--- config.mk ---
export PLATFORM = sky130hd
export DESIGN_NAME = sqrt_arbiter
export DESIGN_NICKNAME = d
export VERILOG_FILES = /design/src/rtl/sqrt_arbiter.sv
export SDC_FILE = /design/constraint.sdc
export NUM_CORES = 1
export LEC_CHECK = 0
export ABC_AREA = 1
export BUFFER_PORTS_ARGS = -buffer_cell sky130_fd_sc_hd__buf_4
export CAP_MARGIN = 20
export CORE_MARGIN = 5
export CORE_UTILIZATION = 45
export DETAILED_ROUTE_END_ITERATION = 8
export PLACE_DENSITY = 0.86
export SETUP_SLACK_MARGIN = 0.02
export SYNTH_ARGS = -nofsm -noshare
export SYNTH_HDL_FRONTEND = slang
export SYNTH_SLANG_ARGS = --single-unit
--- constraint.sdc ---
create_clock -name clk_i -period 1.37 [get_ports clk_i]
set_input_delay 0.274 -clock clk_i [delete_from_list [all_inputs] [get_ports clk_i]]
set_output_delay 0.274 -clock clk_i [all_outputs]
set_load 0.005 [all_outputs]
--- src/rtl/sqrt_arbiter.sv ---
// sqrt_arbiter: two-client round-robin arbiter and sequencer for the shared
// odd-number-accumulation square-root datapath, with an iteration watchdog.
module sqrt_arbiter #(
    parameter int unsigned WIDTH    = 8,
    parameter int unsigned MAX_ITER = 2 ** (WIDTH / 2)
) (
    input  logic                   clk_i,
    input  logic                   clr_i,
    input  logic                   req0_i,
    input  logic                   req1_i,
    input  logic [WIDTH-1:0]       op0_i,
    input  logic [WIDTH-1:0]       op1_i,
    output logic                   ack0_o,
    output logic                   ack1_o,
    output logic [WIDTH/2-1:0]     root_out_o,
    output logic                   err_o,
    output logic                   busy_o,
    output logic [WIDTH-1:0]       dp_operand_o,
    output logic                   en_a_o,
    output logic                   en_del_o,
    output logic                   en_sq_o,
    output logic                   en_out_o,
    output logic                   ld_add_o,
    input  logic                   greater_i,
    input  logic [WIDTH/2-1:0]     dp_root_i
);

    localparam int unsigned RW = WIDTH / 2;
    localparam int unsigned IW = $clog2(MAX_ITER + 1);

    typedef enum logic [2:0] {
        S_IDLE,
        S_LOAD,
        S_RUN,
        S_OUT,
        S_CAPT,
        S_DONE
    } state_t;

    state_t          state_q;
    logic            sel_q;
    logic            last_gnt_q;
    logic [IW-1:0]   iter_q;
    logic            abort_q;
    logic [RW-1:0]   root_out_q;
    logic            err_q;
    logic            ack0_q;
    logic            ack1_q;
    logic            busy_q;

    logic            sel_d;
    logic            run_step;

    // Winner for a new grant: on a tie, the requester not served last time.
    always_comb begin
        sel_d = 1'b0;
        if (req0_i && req1_i) begin
            sel_d = ~last_gnt_q;
        end else begin
            sel_d = req1_i;
        end
    end

    // One accumulate step is allowed while the comparator is low and the watchdog has budget.
    assign run_step = (state_q == S_RUN) && !greater_i && (iter_q < IW'(MAX_ITER));

    // Sequencer state, grant bookkeeping, result capture and acknowledge.
    always_ff @(posedge clk_i) begin
        if (clr_i) begin
            state_q    <= S_IDLE;
            sel_q      <= 1'b0;
            last_gnt_q <= 1'b1;
            iter_q     <= '0;
            abort_q    <= 1'b0;
            root_out_q <= '0;
            err_q      <= 1'b0;
            ack0_q     <= 1'b0;
            ack1_q     <= 1'b0;
            busy_q     <= 1'b0;
        end else begin
            ack0_q <= 1'b0;
            ack1_q <= 1'b0;
            case (state_q)
                S_IDLE: begin
                    if (req0_i || req1_i) begin
                        sel_q   <= sel_d;
                        busy_q  <= 1'b1;
                        state_q <= S_LOAD;
                    end
                end
                S_LOAD: begin
                    iter_q  <= '0;
                    state_q <= S_RUN;
                end
                S_RUN: begin
                    if (greater_i) begin
                        state_q <= S_OUT;
                    end else if (run_step) begin
                        iter_q <= iter_q + IW'(1);
                    end else begin
                        abort_q <= 1'b1;
                        state_q <= S_OUT;
                    end
                end
                S_OUT: begin
                    state_q <= S_CAPT;
                end
                S_CAPT: begin
                    root_out_q <= abort_q ? '1 : dp_root_i;
                    err_q      <= abort_q;
                    last_gnt_q <= sel_q;
                    ack0_q     <= ~sel_q;
                    ack1_q     <= sel_q;
                    state_q    <= S_DONE;
                end
                S_DONE: begin
                    abort_q <= 1'b0;
                    busy_q  <= 1'b0;
                    state_q <= S_IDLE;
                end
                default: begin
                    busy_q  <= 1'b0;
                    state_q <= S_IDLE;
                end
            endcase
        end
    end

    // Datapath enables: Moore in LOAD/OUT, Mealy on the comparator in RUN.
    always_comb begin
        en_a_o   = 1'b0;
        en_del_o = 1'b0;
        en_sq_o  = 1'b0;
        en_out_o = 1'b0;
        ld_add_o = 1'b0;
        case (state_q)
            S_LOAD: begin
                en_a_o   = 1'b1;
                en_del_o = 1'b1;
                en_sq_o  = 1'b1;
            end
            S_RUN: begin
                en_a_o   = run_step;
                en_del_o = run_step;
                en_sq_o  = run_step;
                ld_add_o = run_step;
            end
            S_OUT: begin
                en_out_o = 1'b1;
            end
            default: begin
            end
        endcase
    end

    assign dp_operand_o = sel_q ? op1_i : op0_i;
    assign ack0_o       = ack0_q;
    assign ack1_o       = ack1_q;
    assign root_out_o   = root_out_q;
    assign err_o        = err_q;
    assign busy_o       = busy_q;

endmodule

* After elaboration in Yosys (flattened, before gate mapping)
Index checks and enable logic that the tools add are counted.
** Word-level totals
- Word-level logic and storage cells :: 59
- Input bits :: 25
- Register bits after elaboration :: 19
- Output and inout port bits :: 21
** Cells by class
- Mux-type cells :: 18
- $add $sub $neg :: 1
- $lt $le $gt $ge :: 1
- Equal/unequal tests :: 10
- Reduce and logical (&&, ||, !) cells :: 15
- Bitwise logic cells :: 4
** Operators by type and width (number)
- $pmux 3 s5 :: 1
- $mux 5 :: 2
- $pmux 5 s2 :: 1
- $mux 3 :: 3
- $mux 8 :: 1
- $ne 2x2->1 const B :: 4
- $eq 3x2->1 const B :: 2
- $eq 3x3->1 const B :: 2
- $mux 1 :: 6
- $pmux 1 s2 :: 3
- $reduce_and 2->1 :: 3
- $reduce_and 3->1 :: 2
- $add 5x1->5 const B :: 1
- $lt 5x5->1 const B :: 1
- $mux 4 :: 1
- $not 1->1 :: 4
- $reduce_bool 2->1 :: 2
- $reduce_or 4->1 :: 1
- $eq 3x1->1 const B :: 1
- $logic_and 1x1->1 :: 3
- $logic_not 3->1 :: 1
- $ne 3x3->1 const B :: 1
- $reduce_or 2->1 :: 1
- $logic_not 1->1 :: 1
- $logic_or 1x1->1 :: 1

* Depth between registers and ports, before layout
Gate-level depths: netlist of run 1.
- Depth in word-level cells :: 6
- Gate-level depth with buffers :: 8
- Mapped depth without buffers :: 8

* Least setup slack after synthesis of run 1
OpenSTA, ideal clock, no wires.
- Path kind :: register -> output
- Start point :: register state_q[0]
- End point :: output port en_del_o
- Required time :: 1.096 ns
- Cell stages (with the launch flop) :: 7
- Arrival :: 0.959 ns
- Buffers on the path :: 1
- Slack :: 0.137 ns
- Cells stage by stage :: dfxtp_1 > inv_2 > nand3_4 > inv_4 > nand3_4 > nand2_4 > buf_4
** Between the ends
- Cells in the longest elaborated chain, start to end :: 4
- Elaborated cells on any way between the ends :: 5
- Those cells by class :: eq/ne (2); mux (1); reduce/logical (2)
** RTL lines
- from (decl) :: RTL line 40 : state_t state_q;
- from (signal assigned) :: RTL line 70 : state_q <= S_IDLE;
- from (signal assigned) :: RTL line 88 : state_q <= S_LOAD;
- from (signal assigned) :: RTL line 93 : state_q <= S_RUN;
- $eq 3x2->1
- $logic_and 1x1->1 (2 in series) :: RTL line 65 : assign run_step = (state_q == S_RUN) && !greater_i && (iter_q < IW'(MAX_ITER));
- $pmux 1 s2 *
- to (decl) :: RTL line 20 : output logic en_del_o,
Every way passes the cells marked *; elsewhere a longest branch is shown, timed or not.

* Final worst setup path of run 1
- Start point :: register state_q[0]
- End point :: output port en_sq_o
** Between the ends
- Cells in the longest elaborated chain, start to end :: 4
- Elaborated cells on any way between the ends :: 5
- Those cells by class :: eq/ne (2); mux (1); reduce/logical (2)
** RTL lines
- $eq 3x2->1 :: RTL line 65, 136
- $logic_and 1x1->1 (2 in series) :: RTL line 65
- $pmux 1 s2 * :: RTL line 136 : case (state_q)
- to (decl) :: RTL line 21 : output logic en_sq_o,
Marked as above.

==> impl_results.rst, run 1 <==
.. list-table::
   :header-rows: 1

   * - Metric
     - Value
   * - Achievable clock frequency
     - slightly below 0.7 GHz
   * - Total via count after detailed routing
     - 1180
   * - Reported net switching power
     - ~0.46 mW
   * - Reg2reg end
     - iter_q[3]$_SDFFE_PP0P_
   * - Tmin final
     - approximately 1.5 ns
   * - Number of antenna violations at the first check in global routing
     - 0
   * - Die X-Extent
     - between 50 and 60 µm
   * - Number of sinks on the clock net
     - 19
   * - Maximum ir drop on the vdd rail
     - between 800 and 900 µV
   * - Remaining DRCs
     - 0
   * - Area of all placed cells without fillers
     - 1550 µm²
   * - WL/cell
     - 14.6 µm
   * - 1st-iter DRT viols
     - 28
   * - Clock-pin slew on the worst setup and hold paths
     - 0.10 ns
   * - Total clock buffers created by CTS
     - 3
   * - I/O pins
     - 46
   * - Slowest-stage cell, CP
     - dfxtp_2
   * - Dominant combinational cell family by area after synthesis
     - simple AND/OR/NAND/NOR gates
   * - XOR/XNOR share of the synthesized area
     - 0%
   * - Buffer and inverter count on the worst path
     - 3
   * - Final setup violation count
     - 5
   * - Nets
     - 229
   * - Delay-heaviest family, CP
     - flip-flops
   * - Critical Path End
     - en_sq_o
   * - Clock tree from TritonCTS
     - done
   * - Final number of hold-violating endpoints
     - 0
   * - Fraction of power consumed by the clock network
     - 19.9%
   * - Via count of the first global-routing pass
     - 1092
   * - Number of cells on the worst reg-to-reg path
     - 9
   * - Failing checks
     - setup timing
   * - Leak pwr
     - approximately 0.8 nW
   * - Syn Nets
     - 167
   * - Post-synthesis share of cell area spent on full adders, half adders and majority gates
     - 1.29%
   * - Final HPWL from detailed placement
     - ~2000 µm
   * - Final worst-path setup slack
     - -0.0978 ns
   * - Clock Tree Root
     - clkbuf_4
   * - Unrepaired setup endpoints after global routing
     - yes
   * - H-Tree Depth
     - 1
   * - Most common cell after layout, fill and taps aside
     - buf_4
   * - Share of the cycle needed by the critical path after routing
     - 107%
   * - Number of routed nets with antenna violations
     - 0
   * - WHS
     - between 0.15 and 0.2 ns
   * - Critical-path cell list
     - inv_2 > nand3_4 > inv_4 > nand3_4 > nand2_4 > buf_4
   * - Number of hold-repair buffers added at the cts stage
     - 0
   * - Setup Skew
     - ~0.00088 ns
   * - Cell depth of the worst setup path
     - 6
   * - Later-pin clock latency in the skew report
     - around 0.3 ns
   * - Total wirelength of the detailed-routed design
     - roughly 3300 µm
   * - Number of vias per cell after detailed routing
     - 5.15
   * - Post-synthesis compound-gate area fraction
     - 10.7%
   * - Die Area
     - roughly 3200 µm²
   * - Clock Path Buffers
     - 2
   * - Count of distinct cell types in the synthesized netlist
     - 24
   * - Starting density of the core
     - about half
   * - Critical path startpoint
     - state_q[0]$_SDFFE_PP0P_
   * - Maximum number of pins on one net before global-route repair
     - 12
   * - Endpoint kind of the worst setup timing path
     - output pin
   * - Total congestion overflow after global routing
     - 0
   * - Critical path required time
     - around 1.1 ns
   * - Utilization after layout
     - about 78%
   * - Internal power consumption
     - ~0.96 mW
   * - R2R setup slack
     - 0.07 ns
   * - Combined global-route utilization of all metal layers
     - 18.7%
   * - Crit Path Category
     - reg -> out
   * - Synthesized area per cell
     - 6.88 µm²
   * - Sort of element at the start of the critical path
     - flop
   * - Hold Path Class
     - in -> reg
   * - Ratio of total power to cell area
     - about 910 nW/µm²
   * - Worst R2R Start
     - state_q[0]$_SDFFE_PP0P_
   * - Area growth syn-to-layout
     - 60.0%
   * - Combinational power share
     - 35.6%
   * - Die height
     - approximately 56 µm
   * - Register bit total from synthesis
     - 19
   * - Area after detailed placement
     - between 1000 and 1500 µm²
   * - Final GP Congestion
     - ~0.9
   * - Slew Limit Fails
     - 0
   * - Yosys Warn Count
     - 0
   * - Sequential element share of the synthesized area
     - just under 40%
   * - Setup slack at placement
     - around 0.053 ns
   * - Proportion of synthesized area in mux cells
     - 0%
   * - CORE AREA
     - about 2000 µm²
   * - Pin slew with the least headroom to its limit
     - ~0.31 ns
   * - Worst slew margin
     - about 80%
   * - Post-synthesis cell count
     - roughly 140
   * - Overall Power
     - 1.42 mW
   * - Cell repeated most along the worst path
     - nand3_4
   * - Top library cells by usage in the layout, fill and taps aside
     - 52 x buf_4, 37 x nand2_1, 15 x dfxtp_1
   * - Antenna diode count
     - 0
   * - Crit path DAT
     - roughly 1.2 ns
   * - Status
     - finished with violations
   * - First-pass GRT wire length
     - between 4000 and 5000 µm
   * - Simple-Gate Fraction of Synth Area
     - roughly two fifths
   * - Biggest cell delay along the critical path
     - 0.35 ns
   * - Standard-cell rows
     - 16
   * - Detailed Routing Iterations Pass 1
     - 4
   * - Switching part of the total power
     - 32.4%
   * - Number of port buffers
     - 45
   * - Number of maximum-capacitance constraint violations
     - 0
   * - Proportion of layout cells with a drive suffix above 1
     - about 47%
   * - Peak fanout along the critical path
     - 7
   * - Netlist area before placement
     - around 970 µm²
   * - Part of the power in registers
     - ~45%
sequential cells by signal, indices dropped and copies added, names as in the netlist:
name        flops
sel_q           1
busy_o          1
abort_q         1
err_o           1
last_gnt_q      1
state_q         3
iter_q          5
ack1_o          1
ack0_o          1
root_out_o      4
synthesized netlist by cell type:
library cell  number  area share, %
inv_4              1           0.65
nand3_1            9            4.6
nand3_4            3            5.4
nand3b_1           1           0.77
ha_1               1            1.3
inv_1             11            4.3
dfxtp_1           19             39
buf_4              3            2.3
nand2_4            1            1.2
nor3b_1            1           0.77
a21boi_0           1           0.77
o31ai_1            1           0.77
nand2_2            1           0.65
clkinv_1           1           0.39
a21oi_1            7            3.6
nor3_1             1           0.52
nand2_1           50             19
o21ai_0            9            4.6
nor2_1            14            5.4
inv_2              2           0.77
nand4_1            1           0.65
nor2_2             1           0.65
clkbuf_1           1           0.39
a21oi_2            1           0.90
power groups by stage:
stage	logic, mW	clock network (mW)	registers [mW]
after global placement	0.384	0	0.630
after detailed placement	0.397	0	0.631
final	0.504	0.281	0.631
after floorplan	0.227	0	0.631
after global routing	0.551	0.316	0.637
after CTS	0.423	0.291	0.625
worst min-delay path by stage:
stage	from	to	slack (ns)	cells after the start
floorplan	dp_root_i[0]	root_out_o[0]$_SDFFE_PP0P_	0.40	2
global placement	root_out_o[0]$_SDFFE_PP0P_	root_out_o[0]$_SDFFE_PP0P_	0.44	2
detailed placement	root_out_o[0]$_SDFFE_PP0P_	root_out_o[0]$_SDFFE_PP0P_	0.44	2
CTS	dp_root_i[3]	root_out_o[3]$_SDFFE_PP0P_	0.17	3
global route	clr_i	busy_o$_SDFFE_PP0P_	0.18	2
finish	dp_root_i[3]	root_out_o[3]$_SDFFE_PP0P_	0.18	3
logic make-up (layout without fill, tap and decap cells):
logic type	count (synthesis)	count (layout)
and+or+nand+nor	83	83
AOI/OAI and AO/OA	19	19
DFF	19	19
buffers and inverters	19	80
adders and majority gates	1	1
layout make-up:
| type | count | area, µm² |
|---|---|---|
| timing repair inverter | 1 | 6.26 |
| inverter | 15 | 61.3 |
| multi-input combinational | 103 | 552 |
| sequential | 19 | 390 |
| fill | 126 | 450 |
| timing repair buffer | 60 | 480 |
| clock inverter | 1 | 5.00 |
| tap | 27 | 33.8 |
| clock buffer | 3 | 22.5 |
repair_timing:
action,4_1_cts,5_1_grt
pin swaps,2,9
buffers inserted,6,5
resized for setup,10,25
setup endpoints to repair,13,13
cloned,1,1
worst reg2reg max path: cells and delay by family, from the launching register on:
| kind | cells | cell delay [ns] |
|---|---|---|
| buffers and inverters | 4 | 0.39 |
| AOI/OAI and AO/OA | 2 | 0.28 |
| and+or+nand+nor | 3 | 0.22 |
| DFF | 1 | 0.35 |
stage by stage:
stage          TNS, ns  std cells
6_report        -0.349        229
5_1_grt          -1.09        229
4_1_cts         -0.412        223
3_5_place_dp         0        212
3_3_place_gp         0        212
2_1_floorplan        0        141
routing by layer:
layer	wire length (µm)	global-route usage, %	share of wire (%)	up-vias
li1	-	-	-	569
met1	1370	20.0	41	554
met2	1720	32.0	51	45
met3	157	5.73	4.7	12
met4	89	10.8	2.7	0
met5	0	0	0	-
(Power assumes the default switching activity.)
==> run 2, diff against run 1 <==
==> constraint.sdc (replaced) <==
create_clock -name clk_i -period 1.37 [get_ports clk_i]
set_input_delay 0.0685 -clock clk_i [delete_from_list [all_inputs] [get_ports clk_i]]
set_output_delay 0.0685 -clock clk_i [all_outputs]
set_load 0.005 [all_outputs]
==> run 2 against run 1 <==
Compared with the run above: the run ends with hold timing left; power decreased by 3.3%; setup slack better by 0.15 ns; combinational power down 8.1%; sequential power about the same; maximum frequency rose by 11%; non-clock buffer count is the same; cell area decreased by 3.9%; first-iteration DRC count rose by 140%; critical path type unchanged; die area is the same; clock skew increased by 0.0053 ns; largest power group unchanged.
==> impl_results.rst, run 2 (same netlist as run 1, synthesis figures left out) <==
.. list-table::
   :header-rows: 1

   * - Metric
     - Value
   * - Status
     - finished with violations
   * - Failing checks
     - hold timing
   * - Die Area
     - about 3200 µm²
   * - Number of maximum-capacitance constraint violations
     - 0
   * - Tmin final
     - about 1.3 ns
   * - R2R setup slack
     - 0.09 ns
   * - Slowest-stage cell, CP
     - dfxtp_4
   * - Nets
     - approximately 230
   * - Peak fanout along the critical path
     - 6
   * - Detailed Routing Iterations Pass 1
     - 4
   * - Clock Path Buffers
     - 2
   * - Final HPWL from detailed placement
     - around 2200 µm
   * - Number of vias per cell after detailed routing
     - ~5
   * - Number of cells on the worst reg-to-reg path
     - 7
   * - Share of the cycle needed by the critical path after routing
     - about 96%
   * - Final number of hold-violating endpoints
     - 1
   * - Standard-cell rows
     - 16
   * - Final setup violation count
     - 0
   * - Number of cells on the worst hold path
     - 3
   * - Number of antenna violations at the first check in global routing
     - 0
   * - Achievable clock frequency
     - 0.758 GHz
   * - Later-pin clock latency in the skew report
     - 0.30 ns
   * - Hold Path Class
     - in -> reg
   * - H-Tree Depth
     - 1
   * - Max FFs per register
     - 5
   * - Origin of the worst min-delay path
     - dp_root_i[0]
   * - Final GP Congestion
     - ~0.84
   * - Remaining DRCs
     - 0
   * - Worst slew margin
     - approximately four fifths
   * - Die height
     - 56.4 µm
   * - Top library cells by usage in the layout, fill and taps aside
     - 56 x buf_4, 50 x nand2_1, 15 x dfxtp_1
   * - Number of sinks on the clock net
     - 19
   * - Ratio of total power to cell area
     - between 900 and 1000 nW/µm²
   * - Maximum ir drop on the vdd rail
     - about 1000 µV
   * - Leak pwr
     - 0.766 nW
   * - Number of port buffers
     - 45
   * - Worst R2R Start
     - iter_q[0]$_SDFFE_PP0P_
   * - Critical-path cell list
     - inv_4 > nand3_4 > inv_4 > nand3_4 > nand2_4 > buf_4
   * - Unrepaired setup endpoints after global routing
     - yes
   * - CORE AREA
     - approximately 2000 µm²
   * - Setup slack at placement
     - approximately 0.15 ns
   * - Register bank with the most flops
     - iter_q
   * - Sort of element at the start of the critical path
     - flop
   * - Starting density of the core
     - between 40% and 50%
   * - Delay-heaviest family, CP
     - flip-flops
   * - Area growth syn-to-layout
     - 53.8%
   * - 1st-iter DRT viols
     - 68
   * - WHS
     - -0.00928 ns
   * - Maximum number of pins on one net before global-route repair
     - 12
   * - Biggest cell delay along the critical path
     - roughly 0.37 ns
   * - Clock-pin slew on the worst setup and hold paths
     - approximately 0.10 ns
   * - Pin slew with the least headroom to its limit
     - between 0.3 and 0.4 ns
   * - Clock Tree Root
     - clkbuf_4
   * - Critical path required time
     - approximately 1.3 ns
   * - Total congestion overflow after global routing
     - 0
   * - Proportion of layout cells with a drive suffix above 1
     - between 30% and 40%
   * - Clock tree from TritonCTS
     - done
   * - Cell depth of the worst setup path
     - 6
   * - I/O pins
     - between 40 and 50
   * - Total wirelength of the detailed-routed design
     - about 3000 µm
   * - WL/cell
     - between 10 and 15 µm
   * - Total via count after detailed routing
     - around 1100
   * - Total clock buffers created by CTS
     - 3
   * - Final worst-path setup slack
     - a little over 0.05 ns
   * - Antenna diode count
     - 0
   * - Worst min-delay path endpoint
     - root_out_o[0]$_SDFFE_PP0P_
   * - Slew Limit Fails
     - 0
   * - Combined global-route utilization of all metal layers
     - ~18%
   * - Endpoint kind of the worst setup timing path
     - output pin
   * - Most common cell after layout, fill and taps aside
     - buf_4
   * - Setup Skew
     - a little over 0.006 ns
   * - Buffer and inverter count on the worst path
     - 3
   * - Crit path DAT
     - between 1 and 1.5 ns
   * - Crit Path Category
     - reg -> out
   * - Reg2reg end
     - iter_q[4]$_SDFFE_PP0P_
   * - Via count of the first global-routing pass
     - approximately 1100
   * - First-pass GRT wire length
     - approximately 4600 µm
   * - Summed negative setup slack over all endpoints
     - 0 ns
   * - Number of routed nets with antenna violations
     - 0
   * - Die X-Extent
     - 56.4 µm
## run 2: worst max-delay path by stage
stage,startpoint,endpoint,slack (ns)
after CTS,state_q[0]$_SDFFE_PP0P_,en_sq_o,0.02
final,state_q[0]$_SDFFE_PP0P_,en_sq_o,0.05
after global routing,state_q[2]$_SDFFE_PP0P_,en_a_o,-0.02
after detailed placement,state_q[1]$_SDFFE_PP0P_,last_gnt_q$_SDFFE_PP1P_,0.15
after global placement,state_q[1]$_SDFFE_PP0P_,last_gnt_q$_SDFFE_PP1P_,0.24
after floorplan,state_q[0]$_SDFFE_PP0P_,iter_q[3]$_SDFFE_PP0P_,0.29
## run 2: per-layer routing
metal / GRT usage (%) / wire (µm) / vias up
met3: 4.82 / 175 / 2
met5: 0 / 0 / -
li1: - / - / 567
met2: 33.3 / 1640 / 52
met4: 3.05 / 5 / 0
met1: 19.6 / 1220 / 510
## run 2: per-stage QoR
step / utilization [%] / cell area (µm²) / cells / power (mW)
4_1_cts: 71.2 / 1430 / 222 / 1.33
6_report: 74.5 / 1490 / 229 / 1.37
3_3_place_gp: 66.1 / 1320 / 210 / 1.01
2_1_floorplan: - / 970 / 141 / 0.858
3_5_place_dp: 66.1 / 1320 / 210 / 1.03
5_1_grt: 74.5 / 1490 / 229 / 1.45
## run 2: power breakdown
group	total, mW	internal (mW)	switching, mW
sequential	0.631	0.592	0.0390
combinational	0.463	0.237	0.226
clock	0.276	0.109	0.167
total	1.37	0.938	0.432
## run 2: final cells by class
cell class                 instances  area [µm²]
fill                             151         510
multi-input combinational        103         509
timing repair buffer              60         460
sequential                        19         390
inverter                          15        65.1
tap                               27        33.8
clock buffer                       3        22.5
clock inverter                     1        5.00
timing repair inverter             1        5.00
## run 2: worst min-delay path: cells and delay by family
kind	cells	cell delay, ns
compound gates	1	0.07
buf+inv	1	0.08
simple gates	1	0.05
## run 2: repair_timing
action,in CTS,in global routing
setup endpoints to repair,4,12
buffers inserted,4,6
cloned,0,1
pin swaps,1,2
hold endpoints to repair,8,0
hold buffers,4,0
gates resized for setup,3,6
==> run 3, diff against run 2 <==
--- a/config.mk
+++ b/config.mk
@@ -8,10 +8,12 @@
 export ABC_AREA = 1
 export BUFFER_PORTS_ARGS = -buffer_cell sky130_fd_sc_hd__buf_4
 export CAP_MARGIN = 20
+export CELL_PAD_IN_SITES_DETAIL_PLACEMENT = 1
+export CELL_PAD_IN_SITES_GLOBAL_PLACEMENT = 1
 export CORE_MARGIN = 5
-export CORE_UTILIZATION = 45
+export CORE_UTILIZATION = 30
 export DETAILED_ROUTE_END_ITERATION = 8
-export PLACE_DENSITY = 0.86
+export PLACE_DENSITY = 0.85
 export SETUP_SLACK_MARGIN = 0.02
 export SYNTH_ARGS = -nofsm -noshare
 export SYNTH_HDL_FRONTEND = slang
==> run 3 against run 2 <==
Compared with the run above: the run now ends clean; utilization fell by 24 points; sequential power about the same; critical path depth is 1 lower; sequential cell count stayed put; global-route usage is 1.5 points lower; sequential share of layout area fell by 1.1 points; routed wire length increased by 15%; power increased by 3.4%; combinational power grew 7.6%; die area grew 40%; setup slack better by 0.031 ns; critical path type unchanged; largest cell class unchanged.
==> impl_results.rst, run 3 (same netlist as run 1, synthesis figures left out) <==
.. list-table::
   :header-rows: 1

   * - Metric
     - Value
   * - Maximum ir drop on the vdd rail
     - around 440 µV
   * - Number of port buffers
     - 45
   * - Buffer and inverter count on the worst path
     - 3
   * - Top library cells by usage in the layout, fill and taps aside
     - 61 x buf_4, 49 x nand2_1, 15 x dfxtp_1
   * - Clock Path Buffers
     - 2
   * - Final setup violation count
     - 0
   * - Die X-Extent
     - about 67 µm
   * - Ratio of total power to cell area
     - about 910 nW/µm²
   * - Pin slew with the least headroom to its limit
     - ~0.24 ns
   * - Total clock buffers created by CTS
     - 3
   * - Setup slack at placement
     - 0.157 ns
   * - Tmin final
     - around 1.3 ns
   * - Proportion of layout cells with a drive suffix above 1
     - ~40%
   * - I/O pins
     - 46
   * - Setup Skew
     - 0.00268 ns
   * - Achievable clock frequency
     - slightly below 0.8 GHz
   * - Max FFs per register
     - 5
   * - Final HPWL from detailed placement
     - roughly 2500 µm
   * - Number of sinks on the clock net
     - 19
   * - 1st-iter DRT viols
     - 13
   * - Total via count after detailed routing
     - about 1200
   * - Unrepaired setup endpoints after global routing
     - yes
   * - Summed negative setup slack over all endpoints
     - 0 ns
   * - Starting density of the core
     - around a third
   * - Share of the cycle needed by the critical path after routing
     - 94.0%
   * - Die Area
     - roughly 4500 µm²
   * - Crit Path Category
     - reg -> out
   * - Leak pwr
     - just under 0.8 nW
   * - Number of vias per cell after detailed routing
     - between 4 and 5
   * - Remaining DRCs
     - 0
   * - Slew Limit Fails
     - 0
   * - Worst slew margin
     - a little over four fifths
   * - Final GP Congestion
     - about 0.80
   * - Via count of the first global-routing pass
     - ~1200
   * - CORE AREA
     - 3080 µm²
   * - Register bank with the most flops
     - iter_q
   * - Number of routed nets with antenna violations
     - 0
   * - Detailed Routing Iterations Pass 1
     - 4
   * - Combined global-route utilization of all metal layers
     - between 10% and 20%
   * - Area growth syn-to-layout
     - 60.5%
   * - Most Used Layer, Global Route
     - met2
   * - Slowest-stage cell, CP
     - dfxtp_2
   * - Crit path DAT
     - roughly 1.2 ns
   * - Global-route track usage on met1
     - between 10% and 20%
   * - Standard-cell rows
     - 20
   * - Status
     - finished, final reports clean
   * - Hold Path Class
     - in -> reg
   * - Final worst-path setup slack
     - slightly above 0.08 ns
   * - H-Tree Depth
     - 1
   * - Register area
     - a little under 400 µm²
   * - First-pass GRT wire length
     - 5440 µm
   * - Sort of element at the start of the critical path
     - flop
   * - Most common cell after layout, fill and taps aside
     - buf_4
   * - Antenna diode count
     - 0
   * - Peak fanout along the critical path
     - 7
   * - Total congestion overflow after global routing
     - 0
   * - Nets
     - 234
   * - Cell repeated most along the worst path
     - buf_4
   * - Die height
     - about 67 µm
   * - Clock-pin slew on the worst setup and hold paths
     - roughly 0.11 ns
   * - Delay-heaviest family, CP
     - flip-flops
   * - Number of maximum-capacitance constraint violations
     - 0
   * - Total wirelength of the detailed-routed design
     - around 3500 µm
   * - WL/cell
     - approximately 14 µm
   * - Critical-path cell list
     - inv_2 > buf_4 > nand3_4 > nand2_4 > buf_4
   * - Critical path required time
     - 1.30 ns
   * - Later-pin clock latency in the skew report
     - ~0.3 ns
   * - Clock tree from TritonCTS
     - done
   * - Number of antenna violations at the first check in global routing
     - 0
   * - Met3 usage
     - 3.37%
   * - Biggest cell delay along the critical path
     - roughly 0.36 ns
   * - Utilization after layout
     - 50.6%
   * - Layout fillers
     - 403
   * - Endpoint kind of the worst setup timing path
     - output pin
   * - Maximum number of pins on one net before global-route repair
     - 11
   * - Area of the multi-input gates
     - between 500 and 600 µm²
   * - Clock Tree Root
     - clkbuf_4
   * - Final number of hold-violating endpoints
     - 0
   * - Met2 global-route usage
     - 31.1%
==> run 3: cell types whose count changed in the layout (fill, tap and decap cells not counted), sizes merged <==
cell / before / now
buf: 56 / 61
clkbuf: 3 / 4
clkinv: 1 / 0
clkinvlp: 2 / 1
dlygate4sd3: 4 / 5
==> run 3: what timing repair did <==
action / in CTS / in global routing
buffers inserted: 6 / 8
cloned: 0 / 0
resized for setup: 3 / 7
endpoints found under the setup margin: 4 / 18
pin swaps: 1 / 2
endpoints found under the hold margin: 10 / 0
hold buffers: 5 / 0
==> run 3: metrics by stage <==
stage	cells	cell area [µm²]	hold slack (ns)	total power, mW
floorplan	141	970	0.193	0.858
global placement	228	1350	0.279	1.01
detailed placement	228	1350	0.288	1.03
CTS	243	1480	0.0479	1.37
global route	251	1560	0.0634	1.51
finish	251	1560	0.0536	1.42
==> run 3: where the power goes <==
group / total, mW / internal [mW] / switching [mW]
registers: 0.628 / 0.592 / 0.0357
clock network: 0.291 / 0.114 / 0.177
logic: 0.498 / 0.263 / 0.235
==> run 3: cell type report <==
cell class              instances  share of cell area, %
multi-input cells             103                   33.0
repair buffers                 66                   32.6
flip-flops and latches         19                   25.1
inverters                      15                   4.02
well taps                      44                   3.54
clock buffers                   4                   1.69
==> run 3: metal layers <==
metal,vias to the layer above,share of wire [%]
met1,529,39
met5,-,0
li1,575,-
met3,5,8.0
met2,43,51
met4,0,1.1
==> run 3: worst reg2reg max path, stage by stage, from the launching register on <==
cell and delay [ns]:
dfxtp_4 0.36, buf_4 0.15, nor2_1 0.14, nand2_2 0.10, nor2_1 0.14, buf_4 0.15
o21ai_0 0.10, nand2_1 0.08
==> run 3: final timing paths <==
kind | cells past startpoint | slack (ns) | end | from
max | 5 | 0.08 | en_a_o | state_q[2]$_SDFFE_PP0P_
min | 3 | 0.05 | sel_q$_SDFFE_PP0P_ | req1_i
max reg2reg | 7 | 0.09 | root_out_o[2]$_SDFFE_PP0P_ | state_q[0]$_SDFFE_PP0P_
min reg2reg | 2 | 0.47 | root_out_o[3]$_SDFFE_PP0P_ | root_out_o[3]$_SDFFE_PP0P_
